`src/rtl/gate_bist_2in_pkg.sv`:
```
// Shared types and constants for the 2-input gate BIST driver.
package gate_bist_2in_pkg;

    localparam int unsigned CNT_W = 4;
    localparam int unsigned VEC_W = 2;
    localparam int unsigned FC_W  = 3;
    localparam int unsigned TT_W  = 4;

    typedef enum logic [1:0] {
        ST_IDLE  = 2'd0,
        ST_APPLY = 2'd1,
        ST_CHECK = 2'd2,
        ST_DONE  = 2'd3
    } state_e;

    localparam logic [TT_W-1:0] TT_AND  = 4'b1000;
    localparam logic [TT_W-1:0] TT_NAND = 4'b0111;
    localparam logic [TT_W-1:0] TT_OR   = 4'b1110;
    localparam logic [TT_W-1:0] TT_NOR  = 4'b0001;
    localparam logic [TT_W-1:0] TT_XOR  = 4'b0110;
    localparam logic [TT_W-1:0] TT_XNOR = 4'b1001;

endpackage

```
`src/rtl/gate_bist_settle_ctr.sv`:
```
// Loadable down-counter timing how long each vector settles before sampling.
module gate_bist_settle_ctr
    import gate_bist_2in_pkg::*;
(
    input  logic             clk,
    input  logic             reset,
    input  logic             load,
    input  logic             en,
    input  logic [CNT_W-1:0] load_val,
    output logic             last_c
);

    logic [CNT_W-1:0] cnt_q;
    logic [CNT_W-1:0] cnt_d;

    always_comb begin
        cnt_d = cnt_q;
        if (load) begin
            cnt_d = load_val;
        end else if (en && (cnt_q != CNT_W'(0))) begin
            cnt_d = cnt_q - CNT_W'(1);
        end
    end

    always_ff @(posedge clk or posedge reset) begin
        if (reset) begin
            cnt_q <= '0;
        end else begin
            cnt_q <= cnt_d;
        end
    end

    // Last APPLY cycle is the one where the counter still shows 1.
    assign last_c = (cnt_q == CNT_W'(1));

endmodule

```
`src/rtl/gate_bist_2in.sv`:
```
// Sweeps {a,b} through 00..11, samples a gate under test after a settle time
// and reports pass/fail, mismatch count, mask and first failing vector.
module gate_bist_2in
    import gate_bist_2in_pkg::*;
#(
    parameter int unsigned SETTLE_CYCLES = 2
) (
    input  logic            clk,
    input  logic            reset,
    input  logic            start,
    input  logic [TT_W-1:0] expected,
    input  logic            gate_out,
    output logic            a,
    output logic            b,
    output logic            busy,
    output logic            done,
    output logic            pass,
    output logic [FC_W-1:0] fail_count,
    output logic [TT_W-1:0] fail_mask,
    output logic [VEC_W-1:0] first_fail
);

    state_e             state_q, state_d;
    logic [VEC_W-1:0]   vec_q, vec_d;
    logic [TT_W-1:0]    exp_q, exp_d;
    logic               busy_q, busy_d;
    logic               done_q, done_d;
    logic               pass_q, pass_d;
    logic [FC_W-1:0]    fc_q, fc_d;
    logic [TT_W-1:0]    fm_q, fm_d;
    logic [VEC_W-1:0]   ff_q, ff_d;
    logic               ctr_load_c;
    logic               ctr_en_c;
    logic               ctr_last_c;
    logic               mismatch_c;

    gate_bist_settle_ctr u_settle_ctr (
        .clk      (clk),
        .reset    (reset),
        .load     (ctr_load_c),
        .en       (ctr_en_c),
        .load_val (CNT_W'(SETTLE_CYCLES)),
        .last_c   (ctr_last_c)
    );

    // Case-inequality so an X/Z gate output is reported as a mismatch.
    assign mismatch_c = (gate_out !== exp_q[vec_q]);

    always_comb begin
        state_d    = state_q;
        vec_d      = vec_q;
        exp_d      = exp_q;
        busy_d     = busy_q;
        done_d     = 1'b0;
        pass_d     = pass_q;
        fc_d       = fc_q;
        fm_d       = fm_q;
        ff_d       = ff_q;
        ctr_load_c = 1'b0;
        ctr_en_c   = 1'b0;

        case (state_q)
            ST_IDLE: begin
                if (start) begin
                    exp_d      = expected;
                    vec_d      = '0;
                    pass_d     = 1'b0;
                    fc_d       = '0;
                    fm_d       = '0;
                    ff_d       = '0;
                    busy_d     = 1'b1;
                    ctr_load_c = 1'b1;
                    state_d    = ST_APPLY;
                end
            end
            ST_APPLY: begin
                ctr_en_c = 1'b1;
                if (ctr_last_c) begin
                    state_d = ST_CHECK;
                end
            end
            ST_CHECK: begin
                if (mismatch_c) begin
                    fm_d[vec_q] = 1'b1;
                    fc_d        = fc_q + FC_W'(1);
                    if (fc_q == FC_W'(0)) begin
                        ff_d = vec_q;
                    end
                end
                // pass is resolved here so it is valid alongside the done pulse.
                if (vec_q == VEC_W'(3)) begin
                    busy_d  = 1'b0;
                    done_d  = 1'b1;
                    pass_d  = (fm_d == TT_W'(0));
                    state_d = ST_DONE;
                end else begin
                    vec_d      = vec_q + VEC_W'(1);
                    ctr_load_c = 1'b1;
                    state_d    = ST_APPLY;
                end
            end
            ST_DONE: begin
                state_d = ST_IDLE;
            end
            default: begin
                state_d = ST_IDLE;
            end
        endcase
    end

    always_ff @(posedge clk or posedge reset) begin
        if (reset) begin
            state_q <= ST_IDLE;
            vec_q   <= '0;
            exp_q   <= '0;
            busy_q  <= 1'b0;
            done_q  <= 1'b0;
            pass_q  <= 1'b0;
            fc_q    <= '0;
            fm_q    <= '0;
            ff_q    <= '0;
        end else begin
            state_q <= state_d;
            vec_q   <= vec_d;
            exp_q   <= exp_d;
            busy_q  <= busy_d;
            done_q  <= done_d;
            pass_q  <= pass_d;
            fc_q    <= fc_d;
            fm_q    <= fm_d;
            ff_q    <= ff_d;
        end
    end

    assign a          = vec_q[1];
    assign b          = vec_q[0];
    assign busy       = busy_q;
    assign done       = done_q;
    assign pass       = pass_q;
    assign fail_count = fc_q;
    assign fail_mask  = fm_q;
    assign first_fail = ff_q;

endmodule
```
`config.mk`:
```
export PLATFORM = sky130hd
export DESIGN_NAME = gate_bist_2in
export DESIGN_NICKNAME = d
export VERILOG_FILES = /design/src/rtl/gate_bist_2in_pkg.sv /design/src/rtl/gate_bist_settle_ctr.sv /design/src/rtl/gate_bist_2in.sv
export SDC_FILE = /design/constraint.sdc
export NUM_CORES = 1
export LEC_CHECK = 0
export CAP_MARGIN = 20
export CORE_UTILIZATION = 40
export CTS_BUF_LIST = sky130_fd_sc_hd__clkbuf_4 sky130_fd_sc_hd__clkbuf_8 sky130_fd_sc_hd__clkbuf_16
export CTS_CLUSTER_SIZE = 12
export DETAILED_ROUTE_END_ITERATION = 10
export GPL_TIMING_DRIVEN = 0
export SLEW_MARGIN = 10
export SYNTH_ARGS = -nofsm -noshare
export SYNTH_HDL_FRONTEND = slang
export SYNTH_SLANG_ARGS = --single-unit
```
`constraint.sdc`:
```
create_clock -name clk -period 4.3 [get_ports clk]
set_clock_uncertainty 0.2 [all_clocks]
set_input_delay 0.645 -clock clk [delete_from_list [all_inputs] [get_ports clk]]
set_output_delay 0.645 -clock clk [all_outputs]
set_load 0.05 [all_outputs]
```
After elaboration in Yosys (flattened, before gate mapping)
Cells that the tools add are included.
Operators by class
  $add $sub $neg: 3
  order comparisons: 2
  equal/unequal tests: 12
  multiplexer cells: 35
  bitwise logic cells: 1
  reduce and logical (&&, ||, !) cells: 15
Operators with widths (number)
  4-bit two-way mux: 5
  2-bit two-way mux: 7
  2-bit inequality test, second input constant: 6
  1-bit two-way mux: 11
  3-bit AND reduction: 3
  2-bit case mux with 2 select lines: 2
  2-bit case mux with 4 select lines: 1
  4-bit case mux with 2 select lines: 1
  2-bit == test, second input constant: 3
  3-bit two-way mux: 2
  1-bit case mux with 2 select lines: 3
  3-bit case mux with 2 select lines: 1
  2-bit AND reduction: 3
  4-bit by 1-bit == test with 1-bit output, second input constant: 1
  4-bit zero test: 1
  4-bit bitwise OR: 1
  4-bit AND reduction: 1
  2-bit nonzero test: 2
  4-bit nonzero test: 1
  4-bit by 1-bit subtractor with 4-bit output, second input constant: 1
  3-bit by 1-bit adder with 3-bit output, second input constant: 1
  3-bit zero test: 1
  2-bit by 3-bit < comparator with 1-bit output, second input constant: 1
  2-bit by 1-bit adder with 2-bit output, second input constant: 1
  other kinds (7): 8
Word-level totals
  register bits: 24
  bits of input ports: 8
  output and inout bits: 14

Depth between registers and ports, before layout
Gate-level depths: netlist (run 1).
  depth in word-level cells: 10
  gate-level depth with buffers: 6

Hierarchy
From an unflattened synthesis (run 1), not the netlist that was laid out.
Second synthesis, totals
  cell total of the unflattened synthesis: 131
  area total of the unflattened synthesis: 1311.3 sq um
Modules (own cells, without submodules)
  gate_bist_2in: times used 1, cells each 101, area each 1024.7 sq um, sequential area each 500.5 sq um
  gate_bist_settle_ctr: times used 1, cells each 30, area each 286.5 sq um, sequential area each 100.1 sq um

Worst setup path before layout (run 1)
No wires, ideal clock.
  path type: reg2reg
  start point: register vec_q[1]
  end point: register fc_q[2], in the netlist fail_count[2]
  setup time: 0.148 ns
  arrival: 1.806 ns
  data required time: 3.952 ns
  setup slack: 2.145 ns
  cell stages (with the launch flop): 5
  path buffers: 0
  cells stage by stage: dfrtp_1 > mux4_2 > xor2_4 > nand3_2 > mux2i_1
On the way
  word-level cells in the longest chain between the ends: 5
RTL lines
  from (decl): line gate_bist_2in.sv:24  | logic [VEC_W-1:0] vec_q, vec_d;
  from (signal assigned): line gate_bist_2in.sv:124  | vec_q <= vec_d;
  1-bit binary-select mux with 2-bit select: line gate_bist_2in.sv:47  | assign mismatch_c = (gate_out !== exp_q[vec_q]);
  1-bit two-way mux (implied by the code): line gate_bist_2in.sv:47
  1-bit case inequality test: line gate_bist_2in.sv:47
  2-bit inequality test (no source line)
  3-bit AND reduction (no source line)
  to (signal assigned): line gate_bist_2in.sv:119  | fc_q <= '0;
  to (signal assigned): line gate_bist_2in.sv:129  | fc_q <= fc_d;
  to (decl): line gate_bist_2in.sv:29  | logic [FC_W-1:0] fc_q, fc_d;
No other way between the ends. The select of a mux whose other input is x is not followed.
A chain may end at the register's enable or synchronous reset.

Final worst setup path (run 1)
  start point: register vec_q[0]
  end point: output port b
RTL lines
  to (decl): line gate_bist_2in.sv:14  | output logic b,
No word-level cell between the ends.

==> results of run 1 <==
## area by class of cell
cell class                 count  area [µm²]  area share, %
buffer                         3        20.0           1.29
timing repair buffer          21         210           13.6
sequential                    24         601           38.8
multi-input combinational     80         596           38.5
inverter                       8        30.0           1.94
clock buffer                   3        22.5           1.46
tap                           31        38.8           2.51
clock inverter                 1        30.0           1.94
## flip-flops by register name, indices dropped and copies added, names as in the netlist
name                flops
exp_q                   4
u_settle_ctr.cnt_q      4
pass                    1
busy                    1
state_q                 2
first_fail              2
fail_mask               4
done                    1
vec_q                   2
fail_count              3
## kinds of logic after synthesis
logic type / count (synthesis) / share of synthesized area (%)
AO/OA/AOI/OAI: 16 / 8.94
XOR/XNOR: 5 / 5.62
adder cells (fa/ha/maj): 9 / 9.04
buffers and inverters: 11 / 4.02
flip-flops: 24 / 48.2
multiplexers: 7 / 7.13
AND/OR/NAND/NOR: 43 / 17.1
## cells in the final DEF, fill, tap and decap left out
cell             Yosys  final
mux4_2               1      1
nand3_1              9      9
o21bai_2             1      1
dfrtp_1             24     24
nor2_1              10     10
o211ai_1             1      1
a32o_1               1      1
xnor2_2              1      1
nand4_1              2      2
o21ai_1              1      1
nor3_1               1      1
nand3_2              1      1
mux2_1               4      4
mux2i_1              1      1
ha_1                 9      9
mux2_2               1      1
a21oi_1              4      4
xor2_4               1      1
clkbuf_4             0      3
nor3b_1              1      1
a21o_1               2      2
or3b_1               1      1
xor2_1               2      2
bufinv_16            0      1
buf_4                2      2
xnor2_1              1      1
nor4_1               1      1
a31oi_1              4      4
o311ai_1             1      1
nand3b_1             1      1
nand2_1             11     11
buf_2                1      1
inv_1                8      8
o21ai_2              1      1
nor2b_1              2      2
nand2b_1             3      3
clkdlybuf4s50_1      0     21
## routing by layer
metal  vias up  GRT usage (%)  wire length, µm
li1        445              -                -
met1       424           20.3             1080
met2        17           25.3             1080
met3         4           4.91               91
met4         0           4.08               29
met5         -              0                0
## path summary, 6_finish.rpt
check	start	endpoint	cells after the start
setup / recovery	vec_q[0]	b	1
hold / removal	exp_q[2]	exp_q[2]	1
setup reg to reg	vec_q[1]	fail_count[1]	4
max in group asynchronous	reset	pass	2
min in group asynchronous	reset	exp_q[1]	2
hold reg to reg	exp_q[2]	exp_q[2]	1
## cell usage after synthesis, types with 2 or more instances
master     n  area share [%]
a21oi_1    4             1.6
xor2_1     2             1.4
nand2b_1   3             1.5
a31oi_1    4             2.0
nand2_1   11             3.3
nand4_1    2             1.0
inv_1      8             2.4
mux2_1     4             3.6
nor2b_1    2             1.0
nand3_1    9             3.6
buf_4      2             1.2
nor2_1    10             3.0
ha_1       9             9.0
dfrtp_1   24              48
a21o_1     2             1.2
## stage by stage
step	worst slack [ps]	hold slack [ps]	total power, mW	instance area (µm²)	utilization, %
floorplan	2150	252	0.623	1250	-
global placement	1800	267	0.711	1500	52.4
detailed placement	1750	279	0.725	1500	52.4
CTS	1760	309	0.888	1550	54.3
global route	1700	333	0.945	1550	54.3
finish	1790	304	0.879	1550	54.3
## power breakdown
part | leakage, nW | switching [mW] | internal [mW]
logic | 0.374 | 0.228 | 0.153
clock network | 0.0279 | 0.0680 | 0.0943
registers | 0.310 | 0.0515 | 0.284
==> impl_metrics.toml, run 1 <==
[critical_path]
path_buf_inv = 1
r2r_slack_ps = 2320
cp_cell_sequence = "clkdlybuf4s50_1"
crit_family = "buffers and inverters"
arrival_ps = 1670
crit_type = "register to primary output"
crit_required_ps = 3450
start_kind = "register"
cp_max_fo = 7
crit_path_end_kind = "primary output"
crit_path_top_delay_cell = "clkdlybuf4s50_1"
cpPeakStageDelay_ps = 850

[die]
dieArea_um2 = 3340
die_x_um = 57.8
coreArea_um2 = 2850
ios = 22
die_h_um = 57.8
rows = 19
initial_core_util_pct = 43.7

[sta]
report.final.slew_viol_count = 0
rsz0062_at_grt = "false"
worstMarginPinSlew_ps = 886
setup_viol = 0
hold_viol = 0
relSlewSlack_pct = 40.8
fin_tns_setup_ps = 0
period_share_pct = 58.4
finalCriticalPeriod_ps = 2510
fmax_mhz = 398

[drt]
viasPerCell = 5.20
wl_um = 2280
ant_nets = 0
drtIter0Drc = 32
dr.pass1.iters = 9
via_count = 890
wl_per_cell_um = 13.3
drc = 1

[clocking]
cts_hold_buf = 0
post-cts-setup-buffers = 0
clkTransAtPathRegs_ps = 130
tritoncts = "done"
htreeDepth = 1
cts-buffers-inserted = 3
cts-root-buf = "clkbuf_4"
clockBufferDepth = 2
ctsResizeCount = 0
cts_sinks = 24
insertion_delay_ps = 310

[placed_design]
io_buffers = 21
gp_congestion = 0.724
dp_hpwl_um = 1800
placedCellCount = 167

[synthesis]
syn_area_um2 = 1250
synth.distinct_cells = 34
synthCells = 115
synth_edf_count = 0
synth_seq_area_share_pct = 48.2
ys_warn_count = 0
synthFlopType = "dfrtp_1"
async_reset_ff_share_pct = 100
syn_nets = 132
ys_ff_latch = 24
avgSynthCellArea_um2 = 10.8

[power]
ir_worst_vdd_uv = 310
cellPowerDensity_nw_per_um2 = 568
leakagePower_nw = 0.712

[finish]
diodes = 0
nets = 158
syn_to_final_growth_pct = 24.2
final_cell_count_no_fill = 171
fill_cells = 269
drive_above_1_share_pct = 10.0

[grt]
overflow = 0
grt_pass1_vias = 874
track_usage_pct = 15.6
grt_pass1_wl_um = 3980
antenna_found_initial = 0
grt_max_degree = 25

[outcome]
status = "finished with violations"
violations = "design-rule violations"

[job]
cap_violations = 0

[min_path]
hold_class = "register to register"
No activity file was read; power rests on OpenSTA's default activity.
==> run 2, diff against run 1 <==
--- a/config.mk
+++ b/config.mk
@@ -11,6 +11,7 @@
 export CTS_CLUSTER_SIZE = 12
 export DETAILED_ROUTE_END_ITERATION = 10
 export GPL_TIMING_DRIVEN = 0
+export PLACE_DENSITY = 0.66
 export SLEW_MARGIN = 10
 export SYNTH_ARGS = -nofsm -noshare
 export SYNTH_HDL_FRONTEND = slang
==> constraint.sdc (replaced) <==
create_clock -name clk -period 2.3 [get_ports clk]
set_clock_uncertainty 0.2 [all_clocks]
set_input_delay 0.345 -clock clk [delete_from_list [all_inputs] [get_ports clk]]
set_output_delay 0.345 -clock clk [all_outputs]
set_load 0.05 [all_outputs]
==> impl_metrics.toml, run 2 (synthesized netlist as in run 1, its figures left out) <==
[outcome]
status = "finished, final reports clean"

[sta]
report.final.slew_viol_count = 0
setup_viol = 0
relSlewSlack_pct = 40.4
rsz0062_at_grt = "false"
worst_slack_ps = 69.8
period_share_pct = 97.0
finalCriticalPeriod_ps = 2230
hold_viol = 0
fin_tns_setup_ps = 0
fmax_mhz = 448
worstMarginPinSlew_ps = 892

[clocking]
htreeDepth = 1
cts_hold_buf = 0
insertion_delay_ps = 310
clockBufferDepth = 2
clkTransAtPathRegs_ps = 130
ctsResizeCount = 0
cts-buffers-inserted = 3
tritoncts = "done"
cts-root-buf = "clkbuf_4"
post-cts-setup-buffers = 0
cts_sinks = 24

[drt]
drtIter0Drc = 12
ant_nets = 0
wl_per_cell_um = 13.4
drc = 0
wl_um = 2290
via_count = 901
viasPerCell = 5.27
dr.pass1.iters = 4

[critical_path]
crit_family = "buffers and inverters"
r2r-start = "vec_q[1]"
crit_path_end_kind = "primary output"
crit_required_ps = 1750
cp_cell_sequence = "clkdlybuf4s50_1"
cp_max_fo = 7
start_kind = "register"
path_buf_inv = 1
arrival_ps = 1690
crit_type = "register to primary output"
crit_path_top_delay_cell = "clkdlybuf4s50_1"
crit_start = "vec_q[0]"
cpPeakStageDelay_ps = 860

[grt]
track_usage_pct = 15.5
grt_pass1_vias = 910
antenna_found_initial = 0
overflow = 0
busiest_layer = "met2"
gr-usage-met1_pct = 18.4
grt_pass1_wl_um = 3950
globalRouteMet3Util_pct = 2.68
grt_max_degree = 25
use_met2_pct = 27.6

[die]
dieArea_um2 = 3340
die_x_um = 57.8
coreArea_um2 = 2850
initial_core_util_pct = 43.7
die_h_um = 57.8
rows = 19
ios = 22

[power]
cellPowerDensity_nw_per_um2 = 1020
p_total_mw = 1.56
leakagePower_nw = 0.705
ir_worst_vdd_uv = 511

[min_path]
hold_class = "primary input to asynchronous set/reset pin"

[finish]
final_common_cell = "dfrtp_1"
drive_above_1_share_pct = 10.0
nets = 158
syn_to_final_growth_pct = 22.9
diodes = 0
final_cell_mix = "dfrtp_1, clkdlybuf4s50_1, nand2_1"

[placed_design]
dp_slack_ps = 115
io_buffers = 21
gp_congestion = 0.745
dp_hpwl_um = 1790

[job]
cap_violations = 0
## run 2: final timing paths
check | to | cells past startpoint | slack [ps]
max | b | 1 | 70
min | exp_q[1] | 2 | 300
max reg2reg | fail_count[2] | 4 | 360
min reg2reg | exp_q[1] | 1 | 300
max in group asynchronous | fail_mask[2] | 2 | 1060
min in group clk | exp_q[1] | 1 | 300
## run 2: area by class of cell
cell class | count | area, µm²
tap | 31 | 38.8
sequential | 24 | 601
buffer | 3 | 20.0
inverter | 8 | 30.0
multi-input combinational | 80 | 596
clock buffer | 4 | 36.3
fill | 279 | 1320
timing repair buffer | 21 | 210
## run 2: power by group
part	switching, mW	total, mW	internal, mW
logic	0.421	0.709	0.287
registers	0.0955	0.626	0.531
clock network	0.129	0.226	0.0967
total	0.646	1.56	0.915
## run 2: per-stage QoR
| stage | hold WS [ps] | instances | cell area (µm²) | utilization, % |
|---|---|---|---|---|
| after CTS | 306 | 171 | 1530 | 53.7 |
| after detailed placement | 276 | 167 | 1500 | 52.4 |
| after global routing | 328 | 171 | 1530 | 53.7 |
| final | 301 | 171 | 1530 | 53.7 |
| after global placement | 269 | 167 | 1500 | 52.4 |
| after floorplan | 160 | 115 | 1250 | - |
## run 2: metal layers
layer	wire length, µm	up-vias	share of wire [%]
met3	58	2	2.5
met2	1220	14	54
met4	13	0	0.57
li1	-	445	-
met1	990	440	43
met5	0	-	0
## run 2: worst register-to-register path, delay by kind of cell, from the launching register on
family        cells  cell delay (ps)
simple gates      1              120
flops             1              500
xor+xnor          1              270
mux               2              760
